$ cat src/rtl/top_level_pkg.sv
// Shared types and width constants for the sequential restoring divider.
package top_level_pkg;

  localparam int DIVISOR_W  = 8;
  localparam int DIVIDEND_W = 16;
  localparam int CNT_W      = 4;

  typedef enum logic [1:0] {
    ST_LOAD = 2'd0,
    ST_DIV  = 2'd1,
    ST_DONE = 2'd2
  } state_e;

endpackage

$ cat src/rtl/top_level_datapath.sv
// Divider datapath: operand registers, 9-bit restoring step, iteration counter
// and the registered result outputs.
module div_datapath
  import top_level_pkg::*;
(
  input  logic                  clk_i,
  input  logic                  rst_ni,
  input  logic                  load_i,
  input  logic                  step_i,
  input  logic                  write_i,
  input  logic                  exc_i,
  input  logic [DIVISOR_W-1:0]  a_i,
  input  logic [DIVIDEND_W-1:0] b_i,
  output logic                  exc_o,
  output logic                  cnt_zero_o,
  output logic [DIVISOR_W-1:0]  q_o,
  output logic [DIVISOR_W-1:0]  r_o,
  output logic                  done_o
);

  logic [DIVISOR_W-1:0] dvs_q;
  logic [DIVISOR_W:0]   rem_q, rem_d;
  logic [DIVISOR_W-1:0] quo_q, quo_d;
  logic [CNT_W-1:0]     cnt_q, cnt_d;
  logic [DIVISOR_W:0]   shift_rem_s;
  logic [DIVISOR_W:0]   diff_s;
  logic                 ge_s;

  // Overflow when the high dividend byte already reaches the divisor.
  assign exc_o      = (a_i == 8'd0) || (b_i[15:8] >= a_i);
  // High on the step that takes the counter from 1 to 0.
  assign cnt_zero_o = (cnt_q == 4'd1);

  // One restoring step: partial remainder never exceeds 8 bits before the shift.
  always_comb begin
    shift_rem_s = {rem_q[7:0], quo_q[7]};
    diff_s      = shift_rem_s - {1'b0, dvs_q};
    ge_s        = (shift_rem_s >= {1'b0, dvs_q});
    rem_d       = ge_s ? diff_s : shift_rem_s;
    quo_d       = {quo_q[6:0], ge_s};
    cnt_d       = cnt_q - 4'd1;
  end

  // Working registers: load operands or advance one iteration.
  always_ff @(posedge clk_i or negedge rst_ni) begin
    if (!rst_ni) begin
      dvs_q <= 8'd0;
      rem_q <= 9'd0;
      quo_q <= 8'd0;
      cnt_q <= 4'd0;
    end else if (load_i) begin
      dvs_q <= a_i;
      rem_q <= {1'b0, b_i[15:8]};
      quo_q <= b_i[7:0];
      cnt_q <= 4'd8;
    end else if (step_i) begin
      rem_q <= rem_d;
      quo_q <= quo_d;
      cnt_q <= cnt_d;
    end else begin
      cnt_q <= cnt_q;
    end
  end

  // Result registers stay zero until the single final write.
  always_ff @(posedge clk_i or negedge rst_ni) begin
    if (!rst_ni) begin
      q_o    <= 8'd0;
      r_o    <= 8'd0;
      done_o <= 1'b0;
    end else if (write_i) begin
      q_o    <= exc_i ? 8'd0 : quo_d;
      r_o    <= exc_i ? b_i[7:0] : rem_d[7:0];
      done_o <= 1'b1;
    end else begin
      done_o <= done_o;
    end
  end

endmodule

$ cat src/rtl/top_level.sv
// Sequential unsigned restoring divider (Q = B / A, R = B mod A); one division
// per release of the active-low clear.
module top_level
  import top_level_pkg::*;
(
  input  logic        clk,
  input  logic        clear,
  input  logic [7:0]  A,
  input  logic [15:0] B,
  output logic [7:0]  Q,
  output logic [7:0]  R,
  output logic        Done
);

  state_e state_q, state_d;
  logic   load_s, step_s, write_s, exc_s;
  logic   exc_det_s, cnt_zero_s;

  // Controller state register.
  always_ff @(posedge clk or negedge clear) begin
    if (!clear) begin
      state_q <= ST_LOAD;
    end else begin
      state_q <= state_d;
    end
  end

  // Next state and datapath controls; DONE is absorbing until clear.
  always_comb begin
    state_d = state_q;
    load_s  = 1'b0;
    step_s  = 1'b0;
    write_s = 1'b0;
    exc_s   = 1'b0;
    case (state_q)
      ST_LOAD: begin
        load_s = 1'b1;
        if (exc_det_s) begin
          write_s = 1'b1;
          exc_s   = 1'b1;
          state_d = ST_DONE;
        end else begin
          state_d = ST_DIV;
        end
      end
      ST_DIV: begin
        step_s = 1'b1;
        if (cnt_zero_s) begin
          write_s = 1'b1;
          state_d = ST_DONE;
        end else begin
          state_d = ST_DIV;
        end
      end
      ST_DONE: state_d = ST_DONE;
      default: state_d = ST_LOAD;
    endcase
  end

  div_datapath u_datapath (
    .clk_i      (clk),
    .rst_ni     (clear),
    .load_i     (load_s),
    .step_i     (step_s),
    .write_i    (write_s),
    .exc_i      (exc_s),
    .a_i        (A),
    .b_i        (B),
    .exc_o      (exc_det_s),
    .cnt_zero_o (cnt_zero_s),
    .q_o        (Q),
    .r_o        (R),
    .done_o     (Done)
  );

endmodule

$ cat config.mk
export PLATFORM = sky130hd
export DESIGN_NAME = top_level
export DESIGN_NICKNAME = d
export VERILOG_FILES = /design/src/rtl/top_level_pkg.sv /design/src/rtl/top_level_datapath.sv /design/src/rtl/top_level.sv
export SDC_FILE = /design/constraint.sdc
export NUM_CORES = 1
export LEC_CHECK = 0
export CELL_PAD_IN_SITES_DETAIL_PLACEMENT = 1
export CELL_PAD_IN_SITES_GLOBAL_PLACEMENT = 1
export CORE_MARGIN = 3
export CORE_UTILIZATION = 35
export DETAILED_ROUTE_END_ITERATION = 12
export PLACE_DENSITY = 0.67
export SYNTH_ARGS = -nofsm -noshare
export SYNTH_HDL_FRONTEND = slang
export SYNTH_HIERARCHICAL = 1
export SYNTH_SLANG_ARGS = --single-unit
$ cat constraint.sdc
create_clock -name clk -period 3.5 [get_ports clk]
set_clock_uncertainty 0.1 [all_clocks]
set_input_delay 0.7 -clock clk [delete_from_list [all_inputs] [get_ports clk]]
set_output_delay 0.7 -clock clk [all_outputs]
set_load 0.1 [all_outputs]
==> flow_metrics.tcl, run 1 <==
set metrics [dict create \
    ys_warn_count 6 \
    netlist_instances 311 \
    dpl.hpwl_um 5850 \
    r2r_setup_slack_ps 970 \
    rsz0062_at_grt "no" \
    grt-ovfl-total 0 \
    htree_levels 2 \
    vias 2327 \
    status "completed" \
    netlist_area_mm2 0.00282 \
    tightest_slew_ps 962 \
    first_pass_iters 4 \
    maxCapViolCount 0 \
    relSlewSlack 0.357 \
    clock_latency_ps 310 \
    place_inst 447 \
    worst-path-buf-inv 3 \
    syn2layout_area_growth_pct 21.2 \
    syn_avg_cell_area_um2 9.08 \
    drive_gt1_frac 0.127 \
    path_class "in -> reg" \
    synth_fp_nets 356 \
    row_count 32 \
    wl_per_cell_um 16.6 \
    cp.arrival_ps 3080 \
    clockBufferDepth 2 \
    grt_pass1_vias 2435 \
    diodes 0 \
    synth_mux_area_frac 0.0585 \
    setup_violations 0 \
    ctsHoldBuffers 0 \
    die_w_um 95.8 \
    cts_root_buf "clkbuf_8" \
    cts_resized 0 \
    grt_max_degree 54 \
    nets 397 \
    yosys_register_bits 47 \
    first_iter_violations 65 \
    via_per_inst 5.11 \
    synth_cell_types 45 \
    cts_made_buffers 5 \
    pin_count 43 \
    cts_setup_buffers 0 \
    start_kind "input pin" \
    synth_compound_area_frac 0.181 \
    cts_tree "built" \
    cp_cell_sequence "clkdlybuf4s50_1, inv_1, ha_1, nand2b_1, a21oi_1, nor2b_1, o2111ai_1, a31oi_1, mux2i_1, nor2_2, buf_4, nor2b_1, a31oi_1" \
    final_common_cell "dfrtp_1" \
    cp_data_required_time_ps 3570 \
    synthSimpleGateAreaFrac 0.186 \
    drc_errors 0 \
    port_buffers 42 \
    fmax_mhz 333 \
    max_stage_delay_ps 470 \
    yosys_most_used_dff "dfrtp_1" \
    setup_tns_ps 0 \
    core_mm2 0.00777 \
    ys_seq_area_frac 0.416 \
    antenna_found_initial 0 \
    most-common-layout-cells "47 x dfrtp_1, 32 x o21ai_0, 29 x nand2_1" \
    synth-adder-area-share 0.0868 \
    place_congestion 0.778 \
    synth-edff-count 0 \
    grt_usage 0.179 \
    ys_async_sr_fraction 1.00 \
    dieHeight_um 95.8 \
    initial_core_util 0.364 \
    cpMaxStageDelayCell "clkdlybuf4s50_1" \
    critical_path.top_delay_family "buffers and inverters" \
    hold_path.class "in -> async" \
    crit_path_end_kind "register" \
    clock-sinks 47 \
    synthXorXnorAreaFrac 0.0124 \
    antenna_left 0 \
    fin_crit_ps 3010 \
    drt-total-wl_um 7550 \
    finalMaxSlewViolations 0 \
    fin_crit_sh 0.859 \
    grt_pass1_wl_um 12500 \
    final_cells 455 \
    final_hold_viol_count 0 \
    die-area_mm2 0.00918 \
    path_clk_slew_ps 100 \
    synth_top_family_by_area "simple AND/OR/NAND/NOR gates" \
    cp_max_fo 21 \
]
[layout make-up]
cell class	instances	area, µm²
Clock buffer	6	82.6
Inverter	28	105
Sequential cell	47	1180
Timing Repair Buffer	48	420
Clock inverter	2	16.3
Multi-Input combinational cell	222	1490
Fill cell	932	4350
Tap cell	102	128
[sequential cells by signal, indices dropped and copies added (netlist names)]
name / cells
u_datapath/dvs_q: 8
u_datapath/q_o: 8
u_datapath/quo_q: 8
u_datapath/r_o: 8
u_datapath/rem_q: 8
u_datapath/cnt_q: 4
state_q: 2
u_datapath/done_o: 1
[cell usage after synthesis, types with 3 or more instances]
| library cell | count | area (µm²) |
|---|---|---|
| nand2_1 | 29 | 109 |
| mux2_2 | 4 | 45.0 |
| a211oi_1 | 3 | 22.5 |
| o31ai_1 | 4 | 30.0 |
| nor2_1 | 23 | 86.3 |
| mux2i_1 | 12 | 120 |
| nand3b_1 | 12 | 90.1 |
| a31oi_1 | 5 | 31.3 |
| o21a_1 | 3 | 22.5 |
| clkbuf_1 | 10 | 37.5 |
| ha_1 | 18 | 225 |
| a21o_1 | 4 | 30.0 |
| nand2b_1 | 5 | 31.3 |
| a21oi_1 | 19 | 95.1 |
| xnor2_1 | 3 | 26.3 |
| dfrtp_1 | 47 | 1180 |
| nor3b_1 | 6 | 45.0 |
| inv_1 | 28 | 105 |
| nor2b_1 | 8 | 50.1 |
| o21ai_0 | 32 | 160 |
| o21ai_1 | 4 | 20.0 |
| nor3_1 | 3 | 15.0 |
[cells by family after synthesis]
logic type	Yosys count
adder cells (fa/ha/maj)	19
flip-flops	47
XOR/XNOR	4
AND/OR/NAND/NOR	98
AO/OA/AOI/OAI	85
buffers and inverters	42
multiplexers	16
[worst paths after layout]
kind	startpoint	end	cells past startpoint
worst max-delay path	B[8]	u_datapath/r_o[6]$_DFFE_PN0P_	13
worst min-delay path	clear	u_datapath/q_o[1]$_DFFE_PN0P_	1
worst max register to register	u_datapath/rem_q[5]$_DFFE_PN0P_	u_datapath/rem_q[7]$_DFFE_PN0P_	6
worst min register to register	u_datapath/done_o$_DFFE_PN0P_	u_datapath/done_o$_DFFE_PN0P_	1
max in group asynchronous	clear	u_datapath/rem_q[2]$_DFFE_PN0P_	2
min in group clk	u_datapath/done_o$_DFFE_PN0P_	u_datapath/done_o$_DFFE_PN0P_	1
[stage by stage]
stage                     setup WS (ps)  hold slack (ps)   util  area (µm²)
after floorplan                     914              304      -        2820
after global placement              276              361  0.428        3320
after detailed placement            189              359  0.428        3320
after CTS                           468              200  0.441        3420
after global routing                187              212  0.441        3420
final                               493              193  0.441        3420
[layer usage]
metal	global-route usage	vias to the layer above	part of all wire
li1	-	1157	-
met1	0.248	1132	0.48
met2	0.290	32	0.48
met3	0.0274	6	0.032
met4	0.0462	0	0.010
met5	0	-	0
Power of run 1 is not shown: default switching activity piles up to over one toggle a cycle in this logic, so the estimate is an artifact.
==> run 2, diff against run 1 <==
- CORE_UTILIZATION: 35 -> 44
- PLACE_DENSITY: 0.67 -> 0.82
==> flow_metrics.tcl, run 2 (synthesis results as in run 1) <==
set metrics [dict create \
    maxCapViolCount 0 \
    start_kind "input pin" \
    clockBufferDepth 2 \
    ctsHoldBuffers 0 \
    r2r_setup_slack_ps 1020 \
    first_iter_violations 103 \
    fmax_mhz 311 \
    first_pass_iters 4 \
    fin_crit_sh 0.919 \
    place_congestion 0.908 \
    setup_tns_ps 0 \
    antenna_found_initial 0 \
    cp_max_fo 14 \
    pin_count 43 \
    grt_max_degree 48 \
    dieHeight_um 86.1 \
    port_buffers 42 \
    dpl.hpwl_um 5640 \
    drt-total-wl_um 7620 \
    drc_errors 0 \
    initial_core_util 0.466 \
    fin_crit_ps 3220 \
    cts_resized 0 \
    clock-sinks 47 \
    nets 397 \
    diodes 0 \
    path_clk_slew_ps 90 \
    crit_path_end_kind "register" \
    multi_input_area_mm2 0.00149 \
    row_count 28 \
    final_hold_viol_count 0 \
    cts_setup_buffers 0 \
    htree_levels 2 \
    die_w_um 86.1 \
    n_fill_cell 706 \
    die-area_mm2 0.00741 \
    setup_violations 0 \
    antenna_left 0 \
    syn2layout_area_growth_pct 19.4 \
    grt_pass1_vias 2506 \
    drive_gt1_frac 0.122 \
    cts_root_buf "clkbuf_8" \
    grt_usage 0.215 \
    tightest_slew_ps 1070 \
    relSlewSlack 0.285 \
    finalMaxSlewViolations 0 \
    cts_tree "built" \
    cp_data_required_time_ps 3570 \
    path_class "in -> reg" \
    seqCellArea_mm2 0.00118 \
    cp.arrival_ps 3290 \
    vias 2383 \
    status "completed" \
    grt-ovfl-total 0 \
    rsz0062_at_grt "no" \
    core_mm2 0.00606 \
    hold_path.class "reg -> reg" \
    most-common-layout-cells "47 x dfrtp_1, 32 x o21ai_0, 29 x nand2_1" \
    clock_latency_ps 300 \
    cts_made_buffers 5 \
    final_common_cell "dfrtp_1" \
    wl_per_cell_um 17.8 \
    via_per_inst 5.57 \
    grt_pass1_wl_um 12600 \
]
## run 2: changes by cell type in the layout (fill, tap and decap cells not counted), sizes merged
cell,delta
buf,-1
clkdlybuf4s50,+1
## run 2: final cells by class
class / instances / area share
Inverter: 28 / 0.0312
Timing Repair Buffer: 48 / 0.125
Multi-Input combinational cell: 222 / 0.442
Clock inverter: 2 / 0.00371
Tap cell: 75 / 0.0278
Sequential cell: 47 / 0.349
Clock buffer: 6 / 0.0215
## run 2: through the flow
stage / cells / utilization / hold slack, ps / area (µm²) / setup slack (ps)
final: 428 / 0.556 / 428 / 3370 / 285
after global routing: 428 / 0.556 / 447 / 3370 / 53.3
after CTS: 428 / 0.556 / 433 / 3370 / 246
after detailed placement: 420 / 0.542 / 412 / 3290 / 4.31
after global placement: 420 / 0.542 / 378 / 3290 / 178
after floorplan: 311 / - / 304 / 2820 / 914
## run 2: worst paths after layout
path,from,depth (start not counted),end
worst min register to register,u_datapath/q_o[1]$_DFFE_PN0P_,2,u_datapath/q_o[1]$_DFFE_PN0P_
worst min-delay path,u_datapath/q_o[1]$_DFFE_PN0P_,2,u_datapath/q_o[1]$_DFFE_PN0P_
max in group asynchronous,clear,1,u_datapath/cnt_q[3]$_DFFE_PN0P_
worst max-delay path,B[8],14,u_datapath/r_o[7]$_DFFE_PN0P_
worst max register to register,u_datapath/rem_q[5]$_DFFE_PN0P_,6,u_datapath/rem_q[2]$_DFFE_PN0P_
min in group asynchronous,clear,1,u_datapath/dvs_q[7]$_DFFE_PN0P_
## run 2: layer usage
metal / GRT usage / share of wire / wire [µm] / vias up
li1: - / - / - / 1155
met1: 0.304 / 0.48 / 3620 / 1165
met2: 0.330 / 0.47 / 3550 / 49
met3: 0.0413 / 0.039 / 299 / 14
met4: 0.0719 / 0.019 / 143 / 0
met5: 0 / 0 / 0 / -
## run 2: critical path, cell delays in order
cell and delay [ps]:
clkdlybuf4s50_1 510, inv_1 60, ha_1 260, nand2b_1 90, a21oi_1 80, nor2b_1 110
o2111ai_1 110, a31oi_1 290, mux2i_1 170, nor2_2 360, buf_4 260, nand2_1 70
o21ai_0 110, o31ai_1 120
Power of run 2 is left out for the same reason.
==> run 3, diff against run 2 <==
- CTS_CLUSTER_DIAMETER: not set -> 50
==> results of run 3 <==
Final layout, timing and power as in run 2 (identical DEF).
Power of run 3 is left out for the same reason.
==> variant 1, RTL diff (config.mk and constraints of run 3) <==
Put a register stage on the output `R`, with the module's reset. The value now appears one clock later. The other outputs are not delayed to match.
--- a/src/rtl/top_level.sv
+++ b/src/rtl/top_level.sv
@@ -13,2 +13,4 @@
 );
+
+  logic [7:0] R_d;
 
@@ -71,3 +73,3 @@
     .q_o        (Q),
-    .r_o        (R),
+    .r_o        (R_d),
     .done_o     (Done)
@@ -75,2 +77,10 @@
 
+  always_ff @(posedge clk or negedge clear) begin
+    if (!clear) begin
+      R <= '0;
+    end else begin
+      R <= R_d;
+    end
+  end
+
 endmodule
Function: changed (a bounded check fails within 4 cycles, from zero or initial values).
==> variant 1 against run 3 <==
Synthesized area grew 7.4%. Core utilization shrank 0.061 points. Sequential share of layout area grew 3.0 points. Worst setup slack gained 0.25 ns. Die area grew 6.9%. Largest cell class unchanged. Final area grew 7.6%. Wire length shrank 0.49%. Non-clock buffer count is the same. Synthesized cell count grew 2.6%. Sequential cell count grew 8.
Power is left out: the tool's default activity adds up to more than one toggle a clock period on the data nets, which glitch-free logic cannot reach.
==> variant 1: results (changes against run 3) <==
** Run status
- Status: finished clean (unchanged).

** Yosys
- Most instantiated cells after synthesis: 55 x dfrtp_1, 32 x o21ai_0, 29 x nand2_1 (was 47 x dfrtp_1, 32 x o21ai_0, 29 x nand2_1).
- Leading cell types by total area after synthesis: dfrtp_1 45%, ha_1 7.4%, o21ai_0 5.3% (was dfrtp_1 42%, ha_1 8.0%, o21ai_0 5.7%).
- Compound-cell area share of the yosys netlist :: 16.9% (was 18.1%)
- The number of distinct standard cells referenced by the synthesized netlist was 46 (was 45).
- The proportion of synthesized area in mux cells was 5.44% (was 5.85%).
- Syn_nets :: 364 (was 356)
- The share of the synthesized netlist area taken by xor and xnor gates is 1.15% (was 1.24%).
- Proportion of synthesized chip area in sequential cells :: 45.4% (was 41.6%)
- The adder-cell share of the synthesized area was 8.08% (was 8.68%).
- The number of warning messages in the yosys log is 6 (unchanged).

** Routing
- The final routed wirelength across all metal layers came to 7580 um (was 7620 um).
- First DRT Iteration DRCs :: 92 (was 103)
- Average vias per placed instance :: 5.61 (was 5.57)

** Clock network
- Buffer depth of the longest clock path :: 2 (unchanged)

** Placement
- RD Place Congestion :: 0.816 (was 0.908)
- Placed inst area :: 3540 sq um (was 3290 sq um)
- The placed wire-length estimate after detailed placement came to 5790 um (was 5640 um).

** Finish
- The number of nets at the end of the flow is 405 (was 397).
- The share of final-layout standard cells stronger than drive strength 1 was 9.42% (was 12.2%).
- The final-layout fill cell count came to 758 (was 706).

** Critical path
- The capture point of the worst reg-to-reg path was u_datapath/r_o[0] (was u_datapath/rem_q[2]).
- The path depth of the worst reg2reg path was 7 (was 6).
- Origin of the critical flop-to-flop path :: u_datapath/dvs_q[6] (was u_datapath/rem_q[5])
- Signal arrival time at the worst endpoint :: 3.06 ns (was 3.29 ns)
- Worst-path maximum fanout :: 34 (was 14)

** Global routing
- Number of global-route vias before repair :: 2,541 (was 2,506)
- The met1 capacity usage during global routing was 28.5% (was 30.4%).
- The global-route usage over all layers is 20.6% (was 21.5%).
- The pin count of the biggest net entering global routing is 44 (was 48).
- The met2 global-route usage was 33.6% (was 33.0%).
- The global-route wire length before repair was 12,600 um (about the same).
- M3 GR Usage :: 3.69% (was 4.13%)

** STA
- The worst slew slack as a fraction of its limit came to 33.9% (was 28.5%).

** Worst hold path
- Worst min path class :: in -> async (was reg -> reg)
## variant 1: cell types whose count changed after synthesis, sizes merged
| cell | before | now |
|---|---|---|
| dfrtp | 47 | 55 |
## variant 1: worst max-delay path, stage by stage
cell and delay (ns):
clkdlybuf4s50_1 0.47, inv_1 0.07, ha_1 0.26, nand2b_1 0.09, a21oi_1 0.06, nor2b_1 0.12
o2111ai_1 0.12, a31oi_1 0.25, mux2i_1 0.15, nor2_2 0.15, buf_12 0.19, nor2b_1 0.29
a31oi_1 0.12
## variant 1: worst max-delay path by stage
stage                     startpoint           endpoint  slack [ns]  cells after the start
after floorplan                 B[8]  u_datapath/r_o[7]        0.92                     13
after global placement          B[8]  u_datapath/r_o[6]        0.31                     13
after detailed placement        B[8]  u_datapath/r_o[6]        0.20                     13
after CTS                       B[8]  u_datapath/r_o[6]        0.53                     13
after global routing            B[8]  u_datapath/r_o[7]        0.31                     13
final                           B[8]  u_datapath/r_o[6]        0.53                     13
## variant 1: metrics by stage
| stage | hold slack, ns | setup WS (ns) | std cells | util [%] |
|---|---|---|---|---|
| finish | 0.170 | 0.534 | 438 | 55.6 |
| global route | 0.170 | 0.311 | 438 | 55.6 |
| CTS | 0.172 | 0.529 | 438 | 55.6 |
| detailed placement | 0.264 | 0.197 | 430 | 54.2 |
| global placement | 0.254 | 0.311 | 430 | 54.2 |
| floorplan | 0.247 | 0.917 | 319 | - |
## variant 1: layout make-up
type | count | area share (%)
Sequential cell | 55 | 37.9
Clock inverter | 2 | 0.483
Multi-Input combinational cell | 222 | 41.4
Clock buffer | 6 | 2.00
Inverter | 28 | 2.90
Tap cell | 77 | 2.65
Timing Repair Buffer | 48 | 12.7
## variant 1: cell families after synthesis
group	count (synthesis)
AND/OR/NAND/NOR	98
AO/OA/AOI/OAI	85
flip-flops	55
XOR/XNOR	4
buffers and inverters	42
multiplexers	16
adder cells (fa/ha/maj)	19
## variant 1: per-layer routing
layer / up-vias / wire [um]
li1: 1185 / -
met1: 1218 / 3670
met2: 47 / 3580
met3: 7 / 246
met4: 0 / 87
met5: - / 0
==> variant 2, RTL diff (config.mk and constraints of run 3) <==
Made on the original files. Add an input register stage for `A` and `B`; this delays them by one clock.
--- a/src/rtl/top_level.sv
+++ b/src/rtl/top_level.sv
@@ -13,2 +13,10 @@
 );
+
+  logic [7:0] A_q;
+  logic [15:0] B_q;
+
+  always_ff @(posedge clk) begin
+    A_q <= A;
+    B_q <= B;
+  end
 
@@ -66,4 +74,4 @@
     .exc_i      (exc_s),
-    .a_i        (A),
-    .b_i        (B),
+    .a_i        (A_q),
+    .b_i        (B_q),
     .exc_o      (exc_det_s),
Check against the original RTL: not equivalent (a bounded check fails within 4 cycles, from zero or initial values).
==> variant 2 against run 3 <==
Die area up 16%. Wire length is 13% higher. Sequential cell count increased by 24. Non-clock buffer count down 3. Worst setup slack better by 0.45 ns. Register-to-register slack got worse by 0.28 ns. Synthesized area rose by 17%. Final area rose by 18%.
Power is left out: the tool's default activity adds up to more than one toggle a clock period on the data nets, which glitch-free logic cannot reach.
==> variant 2: results (changes against run 3) <==
** Routing
- The met3 layer wire length in the routed design is 234 um (was 299 um).
- The violation count after the first detailed-route iteration came to 114 (was 103).
- Met1 wire length :: 3880 um (was 3620 um)
- Highest routed metal layer :: met4 (unchanged)
- The total length of routed met2 wires was 4290 um (was 3550 um).
- The total number of vias came to 2,590 (was 2,383).
- Total detailed-routing wirelength :: 8630 um (was 7620 um)

** Finish
- Post-Layout Cell Count :: 478 (was 428)
- Share of final-layout standard cells stronger than drive strength 1 :: 12.6% (was 12.2%)
- The number of nets at the end of the flow is 422 (was 397).
- Number of fill cells in the layout :: 783 (was 706)

** Clock network
- The number of CTS-inserted buffers was 9 (was 5).
- The number of H-tree levels is 3 (was 2).
- The clock slew seen by the registers of the worst setup and hold paths was 0.07 ns (was 0.09 ns).
- The insertion delay of the later-clocked pin in the worst-skew pair came to 0.34 ns (was 0.30 ns).

** Critical path
- The data arrival at the endpoint of the critical path came to 2.87 ns (was 3.29 ns).
- The path depth of the worst reg2reg path came to 13 (was 6).
- R2R Path End :: u_datapath/r_o[6] (was u_datapath/rem_q[2])
- Worst reg2reg setup slack :: 0.74 ns (was 1.02 ns)
- Slowest cell on crit path :: nor2_2 (was clkdlybuf4s50_1)
- The family with the most delay on the worst path was simple AND/OR/NAND/NOR gates (was buffers and inverters).
- Delay contributed by the slowest stage of the critical path :: 0.44 ns (was 0.51 ns)
- The largest driver fanout on the critical path was 20 (was 14).

** Yosys
- Post-synthesis share of cell area spent on xor and xnor gates :: 1.06% (was 1.24%)
- Syn_nets :: 380 (was 356)
- Proportion of synthesized chip area in sequential cells :: 50.1% (was 41.6%)
- The gate count of the mapped netlist was 335 (was 311).
- Async S/R FF share, synth :: 66.2% (was 100%)
- Leading cell types by total area after synthesis: dfrtp_1 36%, dfxtp_1 15%, ha_1 6.8% (was dfrtp_1 42%, ha_1 8.0%, o21ai_0 5.7%).
- Compound-cell area share of the yosys netlist :: 15.5% (was 18.1%)
- Post-synth cell types :: 46 (was 45)
- Most instantiated cells after synthesis :: 47 x dfrtp_1, 32 x o21ai_0, 29 x nand2_1 (unchanged)
- Share of synthesized cell area in full adder, half adder and majority cells :: 7.42% (was 8.68%)

** Worst hold path
- Hold endpoint :: u_datapath/quo_q[3] (was u_datapath/q_o[1])
- The critical hold path startpoint is B_q[3] (was u_datapath/q_o[1]).
- The number of cells on the worst hold path is 2 (unchanged).

** Global routing
- Overall routing resource usage :: 21.4% (was 21.5%)
- The global-route wire length before repair was 14,100 um (was 12,600 um).
- The pin count of the biggest net entering global routing was 54 (was 48).
- Number of global-route vias before repair :: 2,806 (was 2,506)

** Run status
- Status :: finished clean (unchanged)

** Placement
- RD Place Congestion :: 0.890 (was 0.908)
- Detailed placement HPWL :: 6330 um (was 5640 um)
- Placed inst area :: 3760 sq um (was 3290 sq um)
- The number of cells in the design after placement is 462 (was 420).

** STA
- The worst slew slack as a fraction of its limit came to 28.9% (was 28.5%).
[variant 2: changes by cell type after synthesis]
| cell | change |
|---|---|
| dfxtp_1 | +24 |
[variant 2: layout make-up]
class                      instances  area share [%]
multi-input combinational        222            37.5
timing repair buffer              45            9.97
sequential                        71            41.8
clock buffer                      13            4.01
tap                               96            3.03
clock inverter                     3            1.07
inverter                          28            2.65
[variant 2: worst max path at each step]
stage	from	cells after the start	to	slack, ns
floorplan	B_q[8]	13	u_datapath/r_o[7]	1.29
global placement	B_q[8]	13	u_datapath/r_o[6]	0.98
detailed placement	B_q[8]	13	u_datapath/r_o[6]	0.85
CTS	B_q[8]	13	u_datapath/r_o[6]	0.76
global route	B_q[8]	13	u_datapath/r_o[6]	0.47
finish	B_q[8]	13	u_datapath/r_o[6]	0.74
[variant 2: routing by layer]
metal	up-vias	track usage (%)
li1	1234	-
met1	1289	27.7
met2	48	34.5
met3	19	3.66
met4	0	10.7
met5	-	0
[variant 2: worst register-to-register path, cell delays in order (launching register included)]
cell	delay, ns
dfxtp_1	0.34
inv_1	0.05
ha_1	0.27
nand2b_1	0.10
a21oi_1	0.06
nor2b_1	0.15
o2111ai_1	0.13
a31oi_1	0.26
mux2i_1	0.16
nor2_2	0.44
buf_4	0.32
nand3b_1	0.09
o21ai_0	0.10
a31oi_1	0.06
[variant 2: cells by family (layout without fill, tap and decap cells)]
| kind of cell | Yosys count | count (layout) |
|---|---|---|
| AO/OA/AOI/OAI | 85 | 85 |
| XOR/XNOR | 4 | 4 |
| adder cells (fa/ha/maj) | 19 | 19 |
| buffers and inverters | 42 | 89 |
| flip-flops | 71 | 71 |
| multiplexers | 16 | 16 |
| AND/OR/NAND/NOR | 98 | 98 |
[variant 2: stage by stage]
stage	hold WS [ns]	worst slack, ns	util, %
2_1_floorplan	0.304	1.29	-
3_3_place_gp	0.349	0.984	53.6
3_5_place_dp	0.356	0.849	53.6
4_1_cts	0.373	0.760	56.5
5_1_grt	0.403	0.475	56.5
6_report	0.367	0.738	56.5
